## src/rtl/stream_demux.sv

```systemverilog
// rtl/stream_demux.sv - registered 1-to-N valid/ready demux, one holding register per lane; DEMUX_DROP_CNT_EN adds drop_count
module stream_demux #(
  parameter int WIDTH = 8,
  parameter int N     = 4,
  localparam int SEL_W = $clog2(N)
) (
  input  logic                 clk,
  input  logic                 reset,
  input  logic                 enable,
  input  logic                 in_valid,
  input  logic [WIDTH-1:0]     in_data,
  input  logic [SEL_W-1:0]     in_sel,
  output logic                 in_ready,
  output logic [N-1:0]         out_valid,
  output logic [N*WIDTH-1:0]   out_data,
`ifdef DEMUX_DROP_CNT_EN
  output logic [7:0]           drop_count,
`endif
  input  logic [N-1:0]         out_ready
);

  localparam logic [SEL_W:0] N_EXT = (SEL_W+1)'(N);

  logic [N-1:0]            valid_q, valid_d;
  logic [N-1:0][WIDTH-1:0] data_q, data_d;
  logic                    sel_bad;
  logic                    lane_busy;
  logic                    accept;

  assign sel_bad = ({1'b0, in_sel} >= N_EXT);

  // Only a full lane that is not draining this cycle can refuse a transfer.
  always_comb begin
    lane_busy = 1'b0;
    for (int k = 0; k < N; k++) begin
      if (in_sel == SEL_W'(k) && valid_q[k] && !out_ready[k]) lane_busy = 1'b1;
    end
  end

  assign in_ready = enable && !lane_busy;
  assign accept   = in_valid && in_ready;

  always_comb begin
    valid_d = valid_q;
    data_d  = data_q;
    for (int k = 0; k < N; k++) begin
      if (accept && !sel_bad && in_sel == SEL_W'(k)) begin
        valid_d[k] = 1'b1;
        data_d[k]  = in_data;
      end else if (valid_q[k] && out_ready[k]) begin
        valid_d[k] = 1'b0;
        data_d[k]  = '0;
      end
    end
  end

  always_ff @(posedge clk or posedge reset) begin
    if (reset) begin
      valid_q <= '0;
      data_q  <= '0;
    end else begin
      valid_q <= valid_d;
      data_q  <= data_d;
    end
  end

  assign out_valid = valid_q;
  assign out_data  = data_q;

`ifdef DEMUX_DROP_CNT_EN
  logic [7:0] drop_q, drop_d;

  always_comb begin
    drop_d = drop_q;
    if (accept && sel_bad && drop_q != 8'hFF) drop_d = drop_q + 8'd1;
  end

  always_ff @(posedge clk or posedge reset) begin
    if (reset) drop_q <= '0;
    else       drop_q <= drop_d;
  end

  assign drop_count = drop_q;
`endif

endmodule

```

## config.mk

```make
export PLATFORM = sky130hd
export DESIGN_NAME = stream_demux
export DESIGN_NICKNAME = d
export VERILOG_FILES = /design/src/rtl/stream_demux.sv
export SDC_FILE = /design/constraint.sdc
export NUM_CORES = 1
export LEC_CHECK = 0
export CAP_MARGIN = 20
export CORE_MARGIN = 3
export CORE_UTILIZATION = 40
export DETAILED_ROUTE_END_ITERATION = 10
export HOLD_SLACK_MARGIN = 0.08
export PLACE_DENSITY = 0.75
export SETUP_SLACK_MARGIN = 0.15
export SLEW_MARGIN = 20
export SYNTH_ARGS = -nofsm -noshare
export SYNTH_HDL_FRONTEND = slang
export SYNTH_SLANG_ARGS = --single-unit
```

## constraint.sdc

```tcl
create_clock -name clk -period 1.2 [get_ports clk]
set_input_delay 0.18 -clock clk [delete_from_list [all_inputs] [get_ports clk]]
set_output_delay 0.18 -clock clk [all_outputs]
set_load 0.02 [all_outputs]
```

==> results summary <==
The minimum period implied by the final worst setup slack is 1.658 ns. The worst-case register-to-register setup slack came out at -0.35 ns. The initial utilization of the core area, before any placement, comes to 0.4385. The sort of element at the end of the critical path is an output pin. The final layout net count is 240. At the pin with the least slew margin, the transition time is 0.3207 ns. The repair_antennas step left the layout with diodes totalling 0. From left edge to right edge, the die measures 68.13 um.

The sum of internal, switching and leakage power is 3.493 mW. The largest net degree at the start of global routing came out at 37. The final routed wire length divided by cell count came out at between 15 and 20 um. Measured against its own limit, the worst slew margin works out to 0.7857. The combinational fraction of design power came out at 0.306.

The initial detailed-routing violation count came out at 47. The sequential area share after synthesis is 0.5835. The static power due to leakage is 1.316 nW. The CTS buffer count came out at 5.

The count of buffering cells on the critical path with inverters included came out at 1. The first-pass iteration count of the detailed router is 4. The worst hold slack after final layout came out at 0.2322 ns. The number of antenna violations at the first check in global routing came to 0. The final weighted congestion in routability-driven placement is 0.8118. Timing would allow up to 0.6033 GHz.

The family with the most delay on the worst path is multiplexers. The fraction of final layout cells sized beyond drive strength 1 is 0.4126. The critical path start-end classification is flop to output pin. The flow ran to the end, but the final reports show violations. The fraction of power consumed by the clock network came out at 0.250.

Detailed placement ended at an HPWL of 2.793 mm. The number of global-route vias before repair came out at 1317. The worst register-to-register path begins at out_valid[0]$_DFFE_PP0P_. The critical path's slowest cell is mux4_2.

The layout overhead on the synthesized area is 60.86%. The total of flip-flops plus latches after synthesis came out at 36. The count of fill cells added during filler insertion came out at 269. The overall die area came out at 4642 um2. Internal power comes to around 2.4 mW. The min-delay analysis places its worst path in the category input pin to asynchronous set/reset pin. The worst endpoint data arrival time came out at 1.48 ns. The number of slew-limit violations in the final report came to 0. The setup violation total in the final timing report came out at 30.

The count of warnings emitted by yosys is 0. Walking the worst path, the cells encountered are nand2b_4 -> mux4_2 -> and2_4 -> buf_6. Leaving out fill and tap cells, the most frequent cells in the layout are 37 x nand2_1, 32 x dfrtp_1, 31 x mux2i_1, 29 x buf_2, 26 x buf_6. The mapped netlist covers 1544 um2.

The number of nets in the synthesized netlist is 153. The worst-case clock buffer depth is 2. The standard-cell row count came out at 21. The peak ir drop on the vdd network came out at 980.6 uV. The via count is 1315.

The clock tree skew after final layout is ~0.0042 ns. After technology mapping, the gate count stands at between 100 and 150. The depth of the worst register-to-register path is 6. The endpoint required time on the critical path came out at between 1 and 1.5 ns. The number of cells on the critical path is 4. The die span in y is just under 70 um. In this run the clock root is driven by a clkbuf_8.

The share of total power dissipated in sequential elements is 0.443. The hold violation total from the final report is 0. The final reports fail on setup timing. The count of input and output buffers is 54. The first global-routing pass estimated 6.444 mm of wire. TritonCTS built the clock tree. Leaving out fill and tap cells, the most frequent cell in the layout is nand2_1.

The area of the placeable core came out at 3521 um2. Pin placement for this block handled 55 I/O pins. The clock-pin slew of the registers on the worst-case setup and hold paths is approximately 0.070 ns. For this run, the slowest stage of the critical path takes 0.45 ns. STA classifies the critical path startpoint as a flop. After synthesis, the mean cell area works out to 11.44 um2.

The net switching fraction of the power is 0.3251. The global-route total usage across every layer is 0.1974. Of all nets on the critical path, the largest fanout is 2. The number of levels the H-tree was split into is 2. Wires add up to ~4.3 mm. Max-cap violations in this run came to 0.

The clock net in this run drives a total of 36 sinks. The sum of overflow across all layers after global routing came out at 0. Dividing the detail-routed via count by the number of cells gives 4.888. The detailed-route DRC error count is 0.

In this run the remaining antenna-violating nets after routing total 0. The power per cell area came out at about 1400 nW/um2. The final worst slack is -0.4577 ns. Of the available clock period, the critical path in the final layout requires 1.381. The later-pin clock latency in the skew report is just under 0.3 ns.

The worst register-to-register path ends at out_data[6]$_DFFE_PP0P_. The count of cell types in the netlist came out at 15. Setup repair after global routing could not meet its margin everywhere. Summed over all nets, the switching power comes to ~1.1 mW.
tightest hold or removal path: cells and delay by family:
| family | cells | cell delay (ns) |
|---|---|---|
| buffers and inverters | 3 | 0.70 |
how the worst max path moves through the flow:
| stage | startpoint | slack (ns) | end |
|---|---|---|---|
| after detailed placement | out_ready[3] | -0.89 | in_ready |
| after floorplan | out_valid[0]$_DFFE_PP0P_ | -0.18 | out_data[0]$_DFFE_PP0P_ |
| after global placement | out_ready[3] | -0.87 | in_ready |
| after CTS | out_valid[3]$_DFFE_PP0P_ | -0.44 | in_ready |
| final | out_valid[1]$_DFFE_PP0P_ | -0.46 | in_ready |
| after global routing | out_valid[1]$_DFFE_PP0P_ | -0.49 | in_ready |
power groups by stage:
stage | Combinational, mW | Clock (mW) | Sequential [mW]
final | 1.07 | 0.874 | 1.55
after global routing | 1.16 | 0.936 | 1.57
after CTS | 0.986 | 0.897 | 1.55
after detailed placement | 1.15 | 0 | 1.56
after global placement | 1.13 | 0 | 1.56
after floorplan | 0.261 | 0 | 1.83
sequential cells by signal, summed over array words and instances, names as in the netlist:
register and flops:
out_data 32, out_valid 4
through the flow:
| stage | setup WS [ns] | cell area (um2) | std cells | setup TNS [ns] | utilization |
|---|---|---|---|---|---|
| after floorplan | -0.1788 | 1569 | 135 | -1.594 | - |
| after CTS | -0.4406 | 2323 | 260 | -3.978 | 0.6599 |
| after detailed placement | -0.8856 | 2266 | 247 | -15.32 | 0.6436 |
| after global placement | -0.8674 | 2266 | 247 | -14.27 | 0.6436 |
| after global routing | -0.4939 | 2484 | 269 | -7.162 | 0.7054 |
| final | -0.4577 | 2484 | 269 | -5.579 | 0.7054 |
cell type report:
type	count	area, um2	area share
repair buffers	84	716.9	0.2887
flip-flops and latches	36	905.9	0.3647
well taps	46	57.56	0.02317
inverters	9	33.78	0.01360
multi-input cells	86	679.4	0.2736
clock buffers	8	90.09	0.03627
synthesized netlist by cell type:
| cell type | instances | area share |
|---|---|---|
| and2_1 | 1 | 0.0041 |
| buf_2 | 3 | 0.0097 |
| buf_6 | 1 | 0.0073 |
| dfrtp_1 | 36 | 0.58 |
| inv_1 | 9 | 0.022 |
| mux2i_1 | 32 | 0.21 |
| mux4_2 | 1 | 0.015 |
| nand2_1 | 39 | 0.095 |
| nand2_2 | 1 | 0.0041 |
| nand2b_1 | 5 | 0.020 |
| nand4b_1 | 1 | 0.0057 |
| nor2b_1 | 1 | 0.0041 |
| nor3b_1 | 2 | 0.0097 |
| o21ai_0 | 2 | 0.0065 |
| or4b_1 | 1 | 0.0065 |
metal layers:
layer,share of wire,vias to the layer above,track usage
li1,-,617,-
met1,0.41,640,0.2564
met2,0.50,50,0.3093
met3,0.067,8,0.06076
met4,0.019,0,0.07444
met5,0,-,0
cells by family after synthesis:
| family | share of synthesized area |
|---|---|
| simple gates | 0.1491 |
| flops | 0.5835 |
| mux | 0.2220 |
| buf+inv | 0.03889 |
| compound gates | 0.006483 |
repair_timing:
| action | 4_1_cts | 5_1_grt |
|---|---|---|
| gates cloned | 1 | 0 |
| hold buffers | 0 | 0 |
| gates resized for setup | 184 | 26 |
| endpoints found under the setup margin | 70 | 44 |
| setup buffers | 4 | 9 |
| pin swaps | 1 | 0 |
Note: power is estimated with default switching activity, not from simulation.
